### src/rtl/face_core_scheduler.sv
// face_core_scheduler: frame-level scheduler for a bank of face-detection cores.
// Takes one frame request, broadcasts the frame size and launches the cores one
// after another. It then tracks per-core completion and round-robin arbitrates
// the shared result-write port until all cores finish or the run phase times out.
//
// Ports
//   clk, reset        : clock, synchronous active-high reset
//   start, size       : frame request and frame edge length (sampled together)
//   core_size         : latched frame size broadcast to all cores
//   core_mode         : 0 = cores run, 1 = cores held idle
//   core_start        : one-cycle launch pulse per core
//   core_done         : per-core completion level
//   wr_req, wr_last   : per-core write-port request and final-beat marker
//   wr_gnt            : one-hot (or zero) write-port grant
//   busy, all_done    : frame in progress / one-cycle frame-complete pulse
//   timeout, size_err : run phase exceeded limit / rejected undersized frame
//   done_mask         : cores that have reported done this frame
//   cycle_cnt         : active-phase cycle count, saturating
module face_core_scheduler #(
  parameter int          NUM_CORES      = 9,
  parameter int          LAUNCH_GAP     = 2,
  parameter logic [31:0] TIMEOUT_CYCLES = 32'd4_000_000
) (
  input  logic                 clk,
  input  logic                 reset,
  input  logic                 start,
  input  logic [31:0]          size,
  output logic [31:0]          core_size,
  output logic                 core_mode,
  output logic [NUM_CORES-1:0] core_start,
  input  logic [NUM_CORES-1:0] core_done,
  input  logic [NUM_CORES-1:0] wr_req,
  input  logic [NUM_CORES-1:0] wr_last,
  output logic [NUM_CORES-1:0] wr_gnt,
  output logic                 busy,
  output logic                 all_done,
  output logic                 timeout,
  output logic                 size_err,
  output logic [NUM_CORES-1:0] done_mask,
  output logic [31:0]          cycle_cnt
);

  localparam int IDX_W = (NUM_CORES > 1) ? $clog2(NUM_CORES) : 1;
  localparam logic [NUM_CORES-1:0] ONE = NUM_CORES'(1);

  typedef enum logic [2:0] {StIdle, StLaunch, StRun, StDrain, StFinish} state_e;

  state_e               state;
  logic [IDX_W-1:0]     launch_idx;  // index of the most recently launched core
  logic [31:0]          gap_cnt;     // cycles since the most recent launch pulse
  logic [NUM_CORES-1:0] launched;
  logic [IDX_W-1:0]     rr_ptr;      // first index searched on the next grant

  logic                 active;
  logic                 timeout_hit;
  logic [NUM_CORES-1:0] done_next;
  logic                 pick_valid;
  logic [IDX_W-1:0]     pick_idx;
  logic [IDX_W-1:0]     pick_next;
  int                   j;

  always_comb begin
    active      = (state == StLaunch) || (state == StRun) || (state == StDrain);
    timeout_hit = ((state == StRun) || (state == StDrain)) && (cycle_cnt == TIMEOUT_CYCLES);
    // Done reports from cores not yet launched are masked off.
    done_next   = done_mask | (core_done & launched);

    // Round-robin search starting at rr_ptr, wrapping at NUM_CORES.
    pick_valid = 1'b0;
    pick_idx   = '0;
    j          = 0;
    for (int k = 0; k < NUM_CORES; k++) begin
      j = int'(rr_ptr) + k;
      if (j >= NUM_CORES) j = j - NUM_CORES;
      if (!pick_valid && wr_req[IDX_W'(j)]) begin
        pick_valid = 1'b1;
        pick_idx   = IDX_W'(j);
      end
    end
    pick_next = (pick_idx == IDX_W'(NUM_CORES - 1)) ? '0 : pick_idx + 1'b1;
  end

  always_ff @(posedge clk) begin
    if (reset) begin
      state      <= StIdle;
      launch_idx <= '0;
      gap_cnt    <= '0;
      launched   <= '0;
      rr_ptr     <= '0;
      core_size  <= '0;
      core_mode  <= 1'b1;
      core_start <= '0;
      wr_gnt     <= '0;
      busy       <= 1'b0;
      all_done   <= 1'b0;
      timeout    <= 1'b0;
      size_err   <= 1'b0;
      done_mask  <= '0;
      cycle_cnt  <= '0;
    end else begin
      core_start <= '0;
      all_done   <= 1'b0;

      if (active) begin
        if (cycle_cnt != 32'hFFFF_FFFF) cycle_cnt <= cycle_cnt + 32'd1;
        done_mask <= done_next;
        if (wr_gnt != '0) begin
          // Release on final beat, or when the owner abandons its request.
          if (((wr_req & wr_gnt) == '0) || ((wr_last & wr_gnt) != '0)) wr_gnt <= '0;
        end else if (pick_valid) begin
          wr_gnt <= ONE << pick_idx;
          rr_ptr <= pick_next;
        end
      end else begin
        wr_gnt <= '0;
      end

      unique case (state)
        StIdle: begin
          if (start) begin
            if (size >= 32'd8) begin
              state      <= StLaunch;
              core_size  <= size;
              core_mode  <= 1'b0;
              busy       <= 1'b1;
              core_start <= ONE;
              launched   <= ONE;
              launch_idx <= '0;
              gap_cnt    <= '0;
              done_mask  <= '0;
              cycle_cnt  <= '0;
              timeout    <= 1'b0;
              size_err   <= 1'b0;
            end else begin
              size_err <= 1'b1;
            end
          end
        end
        StLaunch: begin
          if ((launch_idx == IDX_W'(NUM_CORES - 1)) && (gap_cnt == '0)) begin
            state <= StRun;
          end else if (gap_cnt == 32'(LAUNCH_GAP - 1)) begin
            launch_idx <= launch_idx + 1'b1;
            gap_cnt    <= '0;
            core_start <= ONE << (launch_idx + 1'b1);
            launched   <= launched | (ONE << (launch_idx + 1'b1));
          end else begin
            gap_cnt <= gap_cnt + 32'd1;
          end
        end
        StRun, StDrain: begin
          if (timeout_hit) begin
            state     <= StFinish;
            timeout   <= 1'b1;
            wr_gnt    <= '0;
            core_mode <= 1'b1;
            all_done  <= 1'b1;
          end else if (state == StRun) begin
            // Use the updated mask so a final done moves to DRAIN immediately.
            if (&done_next) state <= StDrain;
          end else if ((wr_gnt == '0) && (wr_req == '0)) begin
            state     <= StFinish;
            core_mode <= 1'b1;
            all_done  <= 1'b1;
          end
        end
        StFinish: begin
          state <= StIdle;
          busy  <= 1'b0;
        end
        default: state <= StIdle;
      endcase
    end
  end

endmodule

### config.mk
export PLATFORM = sky130hd
export DESIGN_NAME = face_core_scheduler
export DESIGN_NICKNAME = d
export VERILOG_FILES = /design/src/rtl/face_core_scheduler.sv
export SDC_FILE = /design/constraint.sdc
export NUM_CORES = 1
export LEC_CHECK = 0
export ABC_AREA = 1
export CORE_MARGIN = 2
export CORE_UTILIZATION = 58
export DETAILED_ROUTE_END_ITERATION = 8
export GPL_ROUTABILITY_DRIVEN = 0
export GPL_TIMING_DRIVEN = 1
export PLACE_DENSITY_LB_ADDON = 0.15
export SLEW_MARGIN = 10
export SYNTH_ARGS = -nofsm -noshare
export SYNTH_HDL_FRONTEND = slang
export SYNTH_SLANG_ARGS = --single-unit
### constraint.sdc
create_clock -name clk -period 7.5 [get_ports clk]
set_clock_uncertainty 0.15 [all_clocks]
set_input_delay 1.125 -clock clk [delete_from_list [all_inputs] [get_ports clk]]
set_output_delay 1.125 -clock clk [all_outputs]
set_load 0.005 [all_outputs]
==> summary.md, run 1 <==
| Metric | Value |
|---|---|
| Commonest non-fill, non-tap cell in the layout | `nand2_1` |
| VDD IR max | `0.2477 mV` |
| Util after Layout | `73.56%` |
| Layout Nets | `1652` |
| Reg2reg path depth | `25` |
| Top Family by Delay on Critical Path | `simple AND/OR/NAND/NOR gates` |
| HPWL Detailed | `19080 µm` |
| M1 wire length | `11760 µm` |
| Core area | `15770 µm²` |
| Die area | `17100 µm²` |
| TritonRoute pass-1 iters | `5` |
| Highest routed metal layer | `met4` |
| Site row count | `46` |
| Unrepaired setup endpoints after global routing | `false` |
| Power Total | `4.440 mW` |
| Main synth FF type | `dfxtp_1` |
| Via Count | `10.04k` |
| Slew @ Worst Pin | `1.192 ns` |
| Final Cycle Share | `66.37%` |
| CP most frequent cell | `nand2_1` |
| Worst-path fanout max | `14` |
| Htree depth | `4` |
| Layout cell share with drive strength beyond 1 | `6.330%` |
| Setup crit end | `rr_ptr[3]$_SDFFE_PP0P_` |
| WL met2 | `11740 µm` |
| DRC violations left | `0` |
| Syn avg cell area | `6.643 µm²` |
| Max clock buf depth | `2` |
| PD cells | `382.8 nW/µm²` |
| Kind of critical path | `flip-flop to flip-flop` |
| Post-CTS Setup Bufs | `0` |
| Die height | `130.8 µm` |
| Antenna violations before repair | `0` |
| Critical Path Slowest Stage Cell | `ha_1` |
| Startpoint Class | `flip-flop` |
| Mapped Cells | `1403` |
| Vias per cell | `5.638` |
| Crit path largest cell delay | `0.67 ns` |
| Initial core utilization | `59.10%` |
| CTS tree | `done` |
| Max cap viols | `0` |
| Area grow syn2layout | `24.46%` |
| R2R Path End | `rr_ptr[3]$_SDFFE_PP0P_` |
| Dpl ws | `2.527 ns` |
| Leakage Power | `4.691 nW` |
| Crit path required time | `7.70 ns` |
| Clock sinks | `148` |
| Post-synth EDFFs | `0` |
| Post-synth net total | `1504` |
| Mapped cell area | `9320 µm²` |
| Hold-fix buffers at CTS | `0` |
| Minimum clock period | `4.978 ns` |
| Setup_tns | `0 ns` |
| Slew headroom | `20.46%` |
| Max-slew violation count | `0` |
| Final setup viols | `0` |
| Hold Fails Final Rpt | `0` |
| Routed wl met3 | `2276 µm` |
| Async set-or-reset flop fraction in the synthesized netlist | `0%` |
| GRT Overall Usage | `30.33%` |
| Cts repair resizes | `0` |
| Hold crit path type | `flip-flop to flip-flop` |
| CTS buffer count | `17` |
| CP Launch Point | `rr_ptr[1]$_SDFFE_PP0P_` |
| Crit path capture type | `flip-flop` |
| Synthesis Warnings | `0` |
| Post-Layout Cell Count | `1780` |
| Die Width | `130.8 µm` |
| Most frequent cells in the layout | `nand2_1 (262), nor2_1 (201), inv_1 (157), clkdlybuf4s50_1 (157), dfxtp_1 (148)` |
| Fmax | `200.9 MHz` |
| First-pass GRT wire length | `41800 µm` |
| Root buf cell | `clkbuf_16` |
| Number of global-route vias before repair | `8852` |
| PortBufs | `157` |
| R2r setup slk | `2.52 ns` |
| Outcome | `complete, no violations` |
| Worst-path clk slew | `0.06 ns` |
| Number of DRC markers in iteration 0 | `933` |
| Ant. Diodes | `0` |
| Largest net degree at the start of global routing | `44` |
| FF-to-FF Start | `rr_ptr[1]$_SDFFE_PP0P_` |
| Worst setup margin | `2.522 ns` |
| Detail-routed net length per standard cell | `14.82 µm` |
| I/O Pins | `158` |
| Yosys cell types | `49` |
| Grt total ovfl | `0` |
| Critical Path AT | `5.17 ns` |
| Routed Wire Length | `26380 µm` |
| CP bufs+invs | `4` |
| Clock latency on the worst-skew pair | `0.42 ns` |
| Synthesis-stage register bit count | `148` |
| Dpl cells | `1748` |
| CP Depth | `25` |
| Sequential fraction of the synthesis area | `31.79%` |
| Number of routed nets with antenna violations | `0` |
==> per-layer routing <==
layer | GRT usage (%) | vias to the layer above
met5 | 0 | -
met4 | 9.449 | 0
met1 | 40.79 | 4563
li1 | - | 4948
met3 | 7.980 | 70
met2 | 47.95 | 454
==> sequential cells by signal, summed over array words and instances, names as in the netlist <==
register and flops:
size_err 1, launched 9, all_done 1, done_mask 9
state 3, launch_idx 4, wr_gnt 9, core_size 32
timeout 1, core_start 9, core_mode 1, busy 1
rr_ptr 4, cycle_cnt 32, gap_cnt 32
==> logic make-up after synthesis <==
group | count (synthesis) | share of synthesized area (%)
flops | 148 | 31.79
simple gates | 762 | 37.55
xor+xnor | 42 | 4.269
buf+inv | 205 | 8.618
compound gates | 207 | 12.54
fa+ha+maj | 39 | 5.236
==> power by group <==
part / total [mW] / internal [mW] / switching, mW / leakage [nW]
sequential: 0.990 / 0.892 / 0.0979 / 1.20
combinational: 2.63 / 0.867 / 1.77 / 3.21
clock: 0.817 / 0.488 / 0.329 / 0.277
total: 4.44 / 2.25 / 2.19 / 4.69
==> worst register-to-register path: stages, from the launching register on <==
cell and delay (ns):
dfxtp_1 0.65, inv_1 0.38, ha_1 0.67, nand2_1 0.13, inv_1 0.12, nand3b_2 0.09, nand2_2 0.11, nand2_4 0.09
o21ai_0 0.33, nand3_1 0.14, nand3_1 0.09, nand3_1 0.09, nand2_1 0.11, nor2_4 0.07, nand3_1 0.14, clkinv_1 0.14
nand2_1 0.07, o21ai_0 0.12, nand2_1 0.11, nor2_1 0.05, nor2_1 0.21, inv_1 0.13, ha_1 0.27, a21oi_1 0.23
nand2_1 0.11, a21oi_2 0.12
==> how the worst min path moves through the flow <==
stage                                        start                       end  slack, ns  depth (start not counted)
after floorplan           gap_cnt[21]$_SDFFE_PP0P_  gap_cnt[21]$_SDFFE_PP0P_       0.30                          2
after global placement      core_mode$_SDFFE_PP1P_    core_mode$_SDFFE_PP1P_       0.29                          2
after detailed placement    core_mode$_SDFFE_PP1P_    core_mode$_SDFFE_PP1P_       0.29                          2
after CTS                   core_mode$_SDFFE_PP1P_    core_mode$_SDFFE_PP1P_       0.31                          2
after global routing        core_mode$_SDFFE_PP1P_    core_mode$_SDFFE_PP1P_       0.35                          2
final                       core_mode$_SDFFE_PP1P_    core_mode$_SDFFE_PP1P_       0.30                          2
==> synthesized netlist by cell type (3+ instances only) <==
cell,instances,area (µm²)
nand2_1,262,983.4
nor2_1,202,758.2
inv_1,157,589.3
dfxtp_1,148,2963
nand3_1,129,645.6
o21ai_0,89,445.4
a21oi_1,59,295.3
nor3_1,42,210.2
ha_1,39,488.0
nand4_1,36,225.2
nor4_1,31,193.9
xor2_1,31,271.5
clkbuf_1,23,86.33
nand2_2,20,125.1
o211ai_1,14,105.1
inv_2,11,41.29
a31oi_1,10,62.56
o21a_1,10,75.07
nand3_2,9,90.09
nand3b_1,7,52.55
xnor2_1,7,61.31
clkinv_1,6,22.52
o21ai_1,6,30.03
nor3b_1,5,37.54
nand2_4,4,45.04
nor2_4,4,45.04
o21ai_2,4,35.03
xor2_2,4,65.06
a211oi_1,3,22.52
buf_6,3,33.78
nor2_2,3,18.77
==> layout make-up <==
type / count / area, µm²
inverter: 175 / 659.4
timing repair buffer: 159 / 1587
tap: 216 / 270.3
multi-input combinational: 1050 / 5557
sequential: 148 / 2963
clock buffer: 19 / 432.9
clock inverter: 13 / 131.4
fill: 1281 / 4170
==> stage by stage <==
step	hold WS (ns)	instance area (µm²)
2_1_floorplan	0.2996	9320
3_3_place_gp	0.2893	11040
3_5_place_dp	0.2915	11040
4_1_cts	0.3063	11600
5_1_grt	0.3458	11600
6_report	0.3003	11600
(Power assumes the default switching activity.)
==> run 2: changes to the inputs <==
--- a/config.mk
+++ b/config.mk
@@ -7,7 +7,7 @@
 export LEC_CHECK = 0
 export ABC_AREA = 1
 export CORE_MARGIN = 2
-export CORE_UTILIZATION = 58
+export CORE_UTILIZATION = 49
 export DETAILED_ROUTE_END_ITERATION = 8
 export GPL_ROUTABILITY_DRIVEN = 0
 export GPL_TIMING_DRIVEN = 1
==> constraint.sdc (replaced) <==
create_clock -name clk -period 4.29 [get_ports clk]
set_clock_uncertainty 0.15 [all_clocks]
set_input_delay 0.6435 -clock clk [delete_from_list [all_inputs] [get_ports clk]]
set_output_delay 0.6435 -clock clk [all_outputs]
set_load 0.005 [all_outputs]
==> run 2 against run 1 <==
Flip-flop and latch count is the same. Design area grew 3.5%. Via count shrank 0.25%. Setup slack lost 2.3 ns. Maximum frequency grew 23%. First-iteration DRC count shrank 23%. Die area grew 18%. Combinational power grew 89%. Global-route usage shrank 4.2 points. Wire length grew 1.4%. Total power grew 86%. Cell count grew 2.7%.
==> summary.md, run 2 (synthesis gave the netlist of run 1 again) <==
| Metric | Value |
|---|---|
| R2r setup slk | `0.24 ns (-2.28 ns)` |
| Layout Nets | `1682 (+1.8%)` |
| Slew @ Worst Pin | `0.9358 ns (-0.2560 ns)` |
| TritonRoute pass-1 iters | `7 (+2)` |
| I/O Pins | `158 (unchanged)` |
| Most frequent cells in the layout | `nand2_1 (261), nor2_1 (200), clkdlybuf4s50_1 (157)` |
| First-pass GRT wire length | `43270 µm (+3.5%)` |
| Crit path largest cell delay | `0.35 ns (-0.32 ns)` |
| Setup crit end | `rr_ptr[2]$_SDFFE_PP0P_` |
| Critical Path AT | `4.18 ns (-0.99 ns)` |
| Htree depth | `4 (unchanged)` |
| Hold Fails Final Rpt | `0 (unchanged)` |
| PD cells | `688.2 nW/µm² (+80%)` |
| Fmax | `247.2 MHz (+23%)` |
| Worst-path clk slew | `0.06 ns (about the same)` |
| Max clock buf depth | `2 (unchanged)` |
| PortBufs | `157 (unchanged)` |
| Hold_sp | `size_err$_SDFFE_PP0P_` |
| Reg2reg path depth | `21 (-16%)` |
| R2R Path End | `rr_ptr[2]$_SDFFE_PP0P_` |
| Commonest non-fill, non-tap cell in the layout | `nand2_1` |
| Outcome | `complete, no violations` |
| GRT Overall Usage | `26.11% (-4.2 points)` |
| Clock latency on the worst-skew pair | `0.42 ns (about the same)` |
| Minimum clock period | `4.045 ns (-0.9326 ns)` |
| Hold crit path type | `flip-flop to flip-flop` |
| Number of routed nets with antenna violations | `0 (unchanged)` |
| CTS buffer count | `17 (unchanged)` |
| CP most frequent cell | `ha_1` |
| Largest net degree at the start of global routing | `39 (-11%)` |
| Max-slew violation count | `0 (unchanged)` |
| Routed Wire Length | `26740 µm (+1.4%)` |
| Die Width | `141.9 µm (+8.5%)` |
| Root buf cell | `clkbuf_16` |
| Post-Layout Cell Count | `1828 (+2.7%)` |
| Critical Path Slowest Stage Cell | `dfxtp_2` |
| HPWL Detailed | `19710 µm (+3.3%)` |
| VDD IR max | `0.4513 mV (+82%)` |
| Number of global-route vias before repair | `9012 (+1.8%)` |
| Final Cycle Share | `94.30% (+28 points)` |
| Initial core utilization | `49.83% (-9.3 points)` |
| Clock sinks | `148 (unchanged)` |
| Detail-routed net length per standard cell | `14.63 µm (-1.3%)` |
| Leakage Power | `4.881 nW (+4.1%)` |
| Kind of critical path | `flip-flop to flip-flop` |
| Grt total ovfl | `0 (unchanged)` |
| Crit path capture type | `flip-flop` |
| FF-to-FF Start | `rr_ptr[1]$_SDFFE_PP0P_` |
| Die area | `20140 µm² (+18%)` |
| Die height | `141.9 µm (+8.5%)` |
| Dpl cells | `1791 (+2.5%)` |
| Hold-fix buffers at CTS | `0 (unchanged)` |
| DRC violations left | `0 (unchanged)` |
| Core area | `18710 µm² (+19%)` |
| Worst-path fanout max | `6 (-8)` |
| Startpoint Class | `flip-flop` |
| Number of DRC markers in iteration 0 | `721 (-23%)` |
| Vias per cell | `5.476 (-2.9%)` |
| Max cap viols | `0 (unchanged)` |
| CTS tree | `done` |
| Largest regs | `core_size x32, cycle_cnt x32, gap_cnt x32` |
| CP Launch Point | `rr_ptr[1]$_SDFFE_PP0P_` |
| Area grow syn2layout | `28.88%` |
| Site row count | `50 (+8.7%)` |
| Layout cell share with drive strength beyond 1 | `9.034% (+2.7 points)` |
| Crit path cell chain | `clkinvlp_4 > clkbuf_2 > ha_1 > ha_1 > nand3_1 > nand2_2 > nand2_1 > o21ai_2 > inv_1 > o211ai_1 > nand3_1 > nand3_1 > nand2_1 > nand4_1 > o21ai_0 > o21ai_0 > a21oi_2 > ha_1 > ha_1 > nand2_1 > a21oi_1` |
| Crit path required time | `4.42 ns (-3.28 ns)` |
| Via Count | `10.01k (-0.25%)` |
| Final hold slack | `0.3304 ns (+0.03017 ns)` |
| Ant. Diodes | `0 (unchanged)` |
| Final setup viols | `0 (unchanged)` |
| Slew headroom | `37.23% (+17 points)` |
| Antenna violations before repair | `0 (unchanged)` |
## run 2: cell count changes in the layout (fill, tap and decap cells not counted), moves of 2 or more
cell | before | now
buf_4 | 2 | 30
clkinv_2 | 6 | 0
ha_1 | 39 | 35
o21ai_2 | 4 | 7
clkbuf_8 | 0 | 2
ha_2 | 0 | 2
ha_4 | 0 | 2
inv_6 | 2 | 4
o21ai_0 | 89 | 87
o21ai_1 | 6 | 4
xor2_4 | 0 | 2
## run 2: how the worst min path moves through the flow
stage               cells after the start                  endpoint  slack [ns]
global placement                        1     size_err$_SDFFE_PP0P_        0.30
global route                            1     size_err$_SDFFE_PP0P_        0.35
finish                                  1     size_err$_SDFFE_PP0P_        0.33
CTS                                     1     size_err$_SDFFE_PP0P_        0.33
detailed placement                      1     size_err$_SDFFE_PP0P_        0.31
floorplan                               2  gap_cnt[21]$_SDFFE_PP0P_        0.30
## run 2: layout make-up
cell class	instances	area [µm²]
Fill cell	1672	6694
Multi-Input combinational cell	1050	5653
Sequential cell	148	2964
Timing Repair Buffer	189	1813
Inverter	175	663.1
Clock buffer	20	456.7
Tap cell	234	292.8
Clock inverter	12	168.9
## run 2: critical path: cells and delay by family, from the launching register on
family,cells,cell delay [ns]
flip-flops,1,0.35
buffers and inverters,3,0.54
AO/OA/AOI/OAI,6,0.80
AND/OR/NAND/NOR,8,0.99
adder cells (fa/ha/maj),4,1.07
## run 2: what timing repair did
| item | 4_1_cts | 5_1_grt |
|---|---|---|
| endpoints found under the setup margin | 0 | 7 |
| gates resized for setup | 0 | 24 |
| buffers inserted | 0 | 5 |
## run 2: metrics by stage
stage	power (mW)	setup WS, ns	area, µm²	TNS [ns]	utilization, %
CTS	8.051	0.2214	11870	0	63.46
detailed placement	6.435	0.2313	11250	0	60.12
global placement	6.380	0.3055	11250	0	60.12
finish	8.266	0.2446	12010	0	64.21
global route	8.970	-0.01787	12010	-0.01787	64.21
floorplan	5.013	0.2548	9320	0	-
## run 2: routing by layer
| metal | track usage [%] | routed length [µm] |
|---|---|---|
| met1 | 36.48 | 12470 |
| met2 | 40.70 | 11820 |
| met3 | 6.007 | 2074 |
| met4 | 6.895 | 372 |
| met5 | 0 | 0 |
## run 2: power breakdown
| group | switching [mW] | total (mW) | internal (mW) |
|---|---|---|---|
| clock network | 0.626 | 1.59 | 0.960 |
| registers | 0.147 | 1.71 | 1.56 |
| logic | 3.22 | 4.97 | 1.75 |
